===== config.mk =====
export PLATFORM = sky130hd
export DESIGN_NAME = sprite_palette_lut
export DESIGN_NICKNAME = d
export VERILOG_FILES = /design/src/rtl/palette_pkg.sv /design/src/rtl/palette_ram.sv /design/src/rtl/sprite_palette_lut.sv
export SDC_FILE = /design/constraint.sdc
export NUM_CORES = 2
export LEC_CHECK = 0
export CORE_ASPECT_RATIO = 1.25
export CORE_UTILIZATION = 30
export DETAILED_ROUTE_END_ITERATION = 7
export PLACE_DENSITY = 0.53
export SETUP_SLACK_MARGIN = 0.5
export SLEW_MARGIN = 20
export SYNTH_ARGS = -nofsm -noshare
export SYNTH_HDL_FRONTEND = slang
export SYNTH_SLANG_ARGS = --single-unit
export TNS_END_PERCENT = 20

===== constraint.sdc =====
create_clock -name Clk -period 5.5 [get_ports Clk]
set_input_delay 0.825 -clock Clk [delete_from_list [all_inputs] [get_ports Clk]]
set_output_delay 0.825 -clock Clk [all_outputs]
set_load 0.005 [all_outputs]

===== src/rtl/palette_pkg.sv =====
// Shared palette types, the reset-time default palette and bank-swap FSM states.
// Pure declarations: no latency, no flow control.
package palette_pkg;

  typedef struct packed {
    logic [7:0] r;
    logic [7:0] g;
    logic [7:0] b;
  } rgb_t;

  localparam int DEFAULT_PAL_LEN = 8;
  localparam int TRANSPARENT_IDX = 0;

  localparam rgb_t DEFAULT_PAL [DEFAULT_PAL_LEN] = '{
    rgb_t'(24'h000000), rgb_t'(24'h000000), rgb_t'(24'heaf4f8), rgb_t'(24'hc25202),
    rgb_t'(24'hdabe3d), rgb_t'(24'h8b8b32), rgb_t'(24'h284e24), rgb_t'(24'h425b64)
  };

  typedef enum logic {
    SWAP_IDLE,
    SWAP_PENDING
  } swap_state_t;

  // Entries beyond the default table come up black.
  function automatic rgb_t default_rgb(input int idx);
    if (idx >= 0 && idx < DEFAULT_PAL_LEN) return DEFAULT_PAL[idx[2:0]];
    return '0;
  endfunction

endpackage


===== src/rtl/palette_ram.sv =====
// Banked palette store: one sync read port (1-cycle), one write port, read-before-write.
// Reset reloads every entry from the default palette in a single cycle; no backpressure.
module palette_ram
  import palette_pkg::*;
#(
  parameter int IDX_W   = 3,
  parameter int NUM_PAL = 4,
  parameter int COLOR_W = 8,
  localparam int PAL_W  = $clog2(NUM_PAL),
  localparam int AW     = 1 + PAL_W + IDX_W,
  localparam int DW     = 3 * COLOR_W
) (
  input  logic          clk_i,
  input  logic          rst_i,
  input  logic [AW-1:0] rd_addr_i,
  output logic [DW-1:0] rd_dat_o,
  input  logic          wr_en_i,
  input  logic [AW-1:0] wr_addr_i,
  input  logic [DW-1:0] wr_dat_i
);

  // Address is {bank, pal, idx}; rounding up to a power of two keeps decode trivial.
  localparam int DEPTH = 2 ** AW;

  logic [DW-1:0] mem_q [DEPTH];
  logic [DW-1:0] rd_dat_q;

  // MSB-align the 8-bit default channel into COLOR_W bits.
  function automatic logic [COLOR_W-1:0] scale(input logic [7:0] c);
    logic [COLOR_W+7:0] ext;
    ext = {c, {COLOR_W{1'b0}}};
    return ext[COLOR_W+7 -: COLOR_W];
  endfunction

  function automatic logic [DW-1:0] init_word(input int e);
    rgb_t d;
    d = default_rgb(e % (2 ** IDX_W));
    return {scale(d.r), scale(d.g), scale(d.b)};
  endfunction

  always_ff @(posedge clk_i) begin
    if (rst_i) begin
      for (int e = 0; e < DEPTH; e++) mem_q[AW'(e)] <= init_word(e);
      rd_dat_q <= '0;
    end else begin
      if (wr_en_i) mem_q[wr_addr_i] <= wr_dat_i;
      rd_dat_q <= mem_q[rd_addr_i];
    end
  end

  assign rd_dat_o = rd_dat_q;

endmodule


===== src/rtl/sprite_palette_lut.sv =====
// Sprite palette lookup: {pal, idx} -> registered RGB + transparent, 2-cycle latency, 1 pixel/cycle, no backpressure.
// Bank swaps wait for frame_start; `define PALETTE_FLASH_EN adds a frame-counted white flash.
module sprite_palette_lut
  import palette_pkg::*;
#(
  parameter int IDX_W   = 3,
  parameter int NUM_PAL = 4,
  parameter int COLOR_W = 8,
  localparam int PAL_W  = $clog2(NUM_PAL)
) (
  input  logic                 Clk,
  input  logic                 Reset,
  input  logic                 frame_start,
  input  logic                 pix_valid_in,
  input  logic [PAL_W-1:0]     pal_sel_in,
  input  logic [IDX_W-1:0]     idx_in,
  input  logic                 wr_en,
  input  logic                 wr_bank,
  input  logic [PAL_W-1:0]     wr_pal,
  input  logic [IDX_W-1:0]     wr_idx,
  input  logic [3*COLOR_W-1:0] wr_rgb,
  input  logic                 bank_req,
`ifdef PALETTE_FLASH_EN
  input  logic                 flash_req,
  input  logic [3:0]           flash_frames,
`endif
  output logic                 pix_valid_out,
  output logic [COLOR_W-1:0]   Red,
  output logic [COLOR_W-1:0]   Green,
  output logic [COLOR_W-1:0]   Blue,
  output logic                 transparent,
  output logic                 active_bank
);

  swap_state_t          swap_state_q;
  logic                 bank_q;
  logic                 s1_vld_q;
  logic                 s1_trans_q;
  logic [3*COLOR_W-1:0] rd_dat;
  logic                 flash_on;
  logic                 vld_q;
  logic                 trans_q;
  logic [COLOR_W-1:0]   red_q;
  logic [COLOR_W-1:0]   green_q;
  logic [COLOR_W-1:0]   blue_q;

  // The RAM read register is stage 1, so a same-cycle write is seen by the next read only.
  palette_ram #(
    .IDX_W   (IDX_W),
    .NUM_PAL (NUM_PAL),
    .COLOR_W (COLOR_W)
  ) u_ram (
    .clk_i     (Clk),
    .rst_i     (Reset),
    .rd_addr_i ({bank_q, pal_sel_in, idx_in}),
    .rd_dat_o  (rd_dat),
    .wr_en_i   (wr_en),
    .wr_addr_i ({wr_bank, wr_pal, wr_idx}),
    .wr_dat_i  (wr_rgb)
  );

  always_ff @(posedge Clk) begin
    if (Reset) begin
      swap_state_q <= SWAP_IDLE;
      bank_q       <= 1'b0;
    end else begin
      case (swap_state_q)
        SWAP_IDLE: begin
          if (bank_req) swap_state_q <= SWAP_PENDING;
        end
        SWAP_PENDING: begin
          if (frame_start) begin
            swap_state_q <= SWAP_IDLE;
            bank_q       <= ~bank_q;
          end
        end
        default: swap_state_q <= SWAP_IDLE;
      endcase
    end
  end

`ifdef PALETTE_FLASH_EN
  logic [3:0] flash_cnt_q;

  always_ff @(posedge Clk) begin
    if (Reset) begin
      flash_cnt_q <= '0;
    end else if (flash_req) begin
      flash_cnt_q <= flash_frames;
    end else if (frame_start && flash_cnt_q != '0) begin
      flash_cnt_q <= flash_cnt_q - 4'd1;
    end
  end

  assign flash_on = (flash_cnt_q != '0);
`else
  assign flash_on = 1'b0;
`endif

  always_ff @(posedge Clk) begin
    if (Reset) begin
      s1_vld_q   <= 1'b0;
      s1_trans_q <= 1'b0;
      vld_q      <= 1'b0;
      trans_q    <= 1'b0;
      red_q      <= '0;
      green_q    <= '0;
      blue_q     <= '0;
    end else begin
      s1_vld_q   <= pix_valid_in;
      s1_trans_q <= (idx_in == IDX_W'(TRANSPARENT_IDX));
      vld_q      <= s1_vld_q;
      trans_q    <= s1_vld_q & s1_trans_q;
      if (!s1_vld_q || s1_trans_q) begin
        {red_q, green_q, blue_q} <= '0;
      end else if (flash_on) begin
        {red_q, green_q, blue_q} <= '1;
      end else begin
        {red_q, green_q, blue_q} <= rd_dat;
      end
    end
  end

  assign pix_valid_out = vld_q;
  assign transparent   = trans_q;
  assign Red           = red_q;
  assign Green         = green_q;
  assign Blue          = blue_q;
  assign active_bank   = bank_q;

endmodule

* After elaboration in Yosys (flattened, before gate mapping) *
Memories as Yosys holds them, arrays and structs flattened. A register that Yosys moved wholly into a read port is not among the register bits.
Cells that the tools add are included.

cells by class
  multiplexer cells = 25
  bitwise operators = 3
  reductions and logical operators = 6

operators with widths
  kind                count
  $mux W24            12
  $reduce_or A24 Y1   1
  $mux W23            1
  $mux W22            1
  $mux W1             9
  $mux W6             1
  $logic_not A3 Y1    1
  $not A1 Y1          2
  $pmux W1 S2         1
  $reduce_and A2 Y1   1
  $reduce_or A2 Y1    1
  $and A1 B1 Y1       1
  $logic_not A1 Y1    1
  $logic_or A1 B1 Y1  1

storage, ports and cells
  bits in registers = 30
  memory bits (writable) = 1536
  input port bits = 41
  output and inout port bits = 27
  logic and storage cells = 44
  memories kept = 1

memories
  memory       words  bits a word  read ports  clocked after memory_dff  write ports  line               text
  u_ram.mem_q  64     24           1           1                         64           palette_ram.sv:25  logic [DW-1:0] mem_q [DEPTH];

* Logic depth before layout (Yosys ltp) *
  depth after elaboration = 5
  depth in mapped cells = 10
  mapped depth without buffers = 5

* Modules after synthesis *
From an unflattened synthesis, not the netlist that was laid out.

second synthesis, totals
  cell total of the unflattened synthesis = 4592
  area total of the unflattened synthesis = 71627.4 um^2

modules (own cells, without submodules)
  module              instances  cells an instance  area each (um^2)  sequential area each (um^2)
  palette_ram         1          4525               70749.1           46604.7
  sprite_palette_lut  1          67                 878.3             600.6

* Worst setup path before layout *
No wires, ideal clock.

  kind = input to register
  from = input wr_pal[0]
  to = memory u_ram.mem_q[2][0] (netlist bit) (enable)
  setup time = 0.380 ns
  arrival = 2.303 ns
  required time = 5.120 ns
  slack = 2.818 ns
  stages on the path = 4
  buffers on the path = 2
  path through = clkbuf_1 > nor3_1 > clkbuf_1 > a21o_1

RTL lines
  item                line                      text
  start: declaration  sprite_palette_lut.sv:19  input logic [PAL_W-1:0] wr_pal,
  end: declaration    palette_ram.sv:25

==> flow_summary.json <==
{
  "fp-row-count": 200,
  "p_sw_frac": 0.241,
  "p_clk_frac": 0.401,
  "area_growth_pct": 12.6,
  "clk_path_buf_depth": 3,
  "synth_edf_count": 1536,
  "cp_cell_sequence": "clkdlybuf4s50_1, and3b_1, nand2_4, nor2_1, or2_2",
  "use_met3": 0.0234,
  "grtUsageTotal": 0.192,
  "clk_latency_ps": 820,
  "chipHeight_microns": 549,
  "gp_congestion": 0.848,
  "hp-class": "in2reg",
  "synth_cell_types": 45,
  "routed-via-count": 40800,
  "globalRoute.totalOverflow": 0,
  "numCtsBuffers": 157,
  "drtAntennaViolNets": 0,
  "tns_ps": 0,
  "grt_antenna_before_repair": 21,
  "drt_wl_total_microns": 234000,
  "htreeDepth": 4,
  "start_util": 0.302,
  "cts.clk_slew.worst_paths_ps": 60,
  "drc": 0,
  "yosysTopAreaCell": "edfxtp_1",
  "status": "finished clean",
  "worst_pin_slew_ps": 1200,
  "async_flop_share": 0,
  "power_mw": 27.2,
  "r2r_slack_ps": 2940,
  "cp_max_fo": 53,
  "rsz0062_at_grt": "false",
  "ys_seq_elements": 1590,
  "busiest_layer": "met2",
  "power.leakage_nw": 26.7,
  "power.density_nw_per_um2": 337,
  "final_nets": 4640,
  "drt_iter0_drc": 4379,
  "cts_resized": 0,
  "ys_seq_area_frac": 0.658,
  "crit_path_end_kind": "flop",
  "core_sq_um": 238000,
  "start_kind": "input port",
  "synth_most_common_cell": "edfxtp_1",
  "dpl.hpwl_microns": 146000,
  "cts_hold_buf": 0,
  "min_path_cells": 2,
  "syn_inst": 4701,
  "drv_slew": 0,
  "cts_tree": "built",
  "setup_viol": 0,
  "cpLargestDelayFamily": "simple AND/OR/NAND/NOR gates",
  "worstPathRequired_ps": 5940,
  "vias_per_cell": 5.19,
  "port_buffers": 67,
  "finalCriticalPeriod_ps": 3380,
  "cp_num_buf_inv": 1,
  "ir_drop_uv": 344,
  "ys.warnings.count": 0,
  "wl_per_cell_microns": 29.8,
  "clock-sinks": 1590,
  "hold_viol": 0,
  "cts-root-buf": "clkbuf_16",
  "cp_num_cells": 5,
  "slowest_stage": "nor2_1",
  "die_x_microns": 439,
  "p_comb_frac": 0.079,
  "ff2ff_path_depth": 5,
  "met2_usage": 0.330,
  "synth.top_cell.area_share": 0.643,
  "min_period_over_period": 0.614,
  "power.switching_mw": 6.54,
  "dr.pass1.iters": 5,
  "met1_usage": 0.238,
  "synth_common_cells": "edfxtp_1, and2_1, or3_1",
  "die_area_sq_um": 241000,
  "avgSynthCellArea_sq_um": 15.3,
  "netlist_area_sq_um": 71700,
  "grt_pass1_vias": 41100,
  "grt_max_degree": 65,
  "io_pins": 68,
  "drv_cap": 0,
  "p_seq_frac": 0.520,
  "max_freq_ghz": 0.296,
  "skew_ps": 45.8,
  "post_cts_buffers": 0,
  "yosys-top-cells-area": "edfxtp_1, mux4_2, and2_1",
  "slew-limit-headroom": 0.203,
  "syn_nets": 4742,
  "p_int_mw": 20.6,
  "critPathKind": "in2reg",
  "drive_gt1_frac": 0.189,
  "synth_ff_type": "edfxtp_1",
  "grt_pass1_wl_microns": 327000,
  "max_stage_delay_ps": 710,
  "worstPathArrival_ps": 3820
}
-- state kept, by name, summed over array words and instances, names as in the netlist --
name and count:
Green 8, swap_state_q 1, Blue 8, active_bank 1
s1_trans_q 1, pix_valid_out 1, u_ram.mem_q 1536, transparent 1
u_ram.rd_dat_o 24, s1_vld_q 1, Red 8
-- cells by family (layout without fill, tap and decap cells) --
| group | Yosys count | after routing | synth area share |
|---|---|---|---|
| buffers and inverters | 517 | 548 | 0.0320 |
| flip-flops | 1590 | 1590 | 0.658 |
| XOR/XNOR | 1 | 1 | 0.000122 |
| multiplexers | 531 | 531 | 0.134 |
| AO/OA/AOI/OAI | 219 | 219 | 0.0204 |
| AND/OR/NAND/NOR | 1843 | 1843 | 0.156 |
| other | 0 | 9 | 0 |
-- worst paths after layout --
check,startpoint,endpoint
max reg2reg,active_bank$_SDFFE_PP0P_,u_ram.rd_dat_o[1]$_SDFF_PP0_
max,wr_idx[2],u_ram.mem_q[12][13]$_SDFFCE_PN1P_
min reg2reg,s1_vld_q$_SDFF_PP0_,pix_valid_out$_SDFF_PP0_
min,Reset,s1_vld_q$_SDFF_PP0_
-- power groups by stage --
| stage | Combinational [mW] | Clock (mW) | Sequential, mW |
|---|---|---|---|
| final | 2.15 | 10.9 | 14.1 |
| after global placement | 2.17 | 0 | 14.4 |
| after detailed placement | 2.17 | 0 | 14.4 |
| after global routing | 2.22 | 11.5 | 14.2 |
| after floorplan | 1.24 | 0 | 14.2 |
| after CTS | 2.17 | 11.0 | 14.1 |
-- routing by layer --
layer,part of all wire,routed length (microns)
met1,0.39,92000
met2,0.51,119000
met3,0.052,12100
met4,0.049,11500
met5,0.00014,32
-- final cells by class --
type / instances / area [sq um]
Timing Repair Buffer: 255 / 2170
Multi-Input combinational cell: 2594 / 22400
Clock inverter: 72 / 706
Inverter: 1 / 3.75
Fill cell: 22700 / 157000
Tap cell: 3131 / 3920
Clock buffer: 220 / 4370
Sequential cell: 1590 / 47200
Antenna cell: 9 / 22.5
-- placed cells by master (no fill, tap or decap), drive strengths merged, types with 2 or more instances in the layout --
cell type      count
mux4             339
o22ai             70
nand3              3
inv               10
nor4               3
or2               66
and2            1014
clkbuf           220
o21ai             28
dfxtp             54
nor3b              2
nand2b            11
mux2i            171
nor2              93
clkinvlp           4
edfxtp          1536
buf              218
or3              550
clkinv            49
nor3              24
a31oi             27
clkdlybuf4s50     37
nor2b             16
and3              17
bufinv            10
o221ai             2
a21o               2
o32a               3
a2111oi            6
or3b               2
nand3b             3
mux2              21
nand2             38
a22oi              4
diode              9
a211o             16
a211oi            11
a21oi             24
a221oi            24
-- metrics by stage --
| step | setup WS (ps) | hold WS, ps | util | cells | area (sq um) |
|---|---|---|---|---|---|
| after floorplan | 2820 | 406 | - | 4701 | 71700 |
| after global placement | 1130 | 471 | 0.318 | 7570 | 75600 |
| after detailed placement | 1270 | 473 | 0.318 | 7571 | 75600 |
| after CTS | 2140 | 283 | 0.340 | 7863 | 80700 |
| after global routing | 1970 | 297 | 0.340 | 7866 | 80700 |
| final | 2120 | 328 | 0.340 | 7872 | 80700 |
Note: power is estimated with default switching activity, not from simulation.
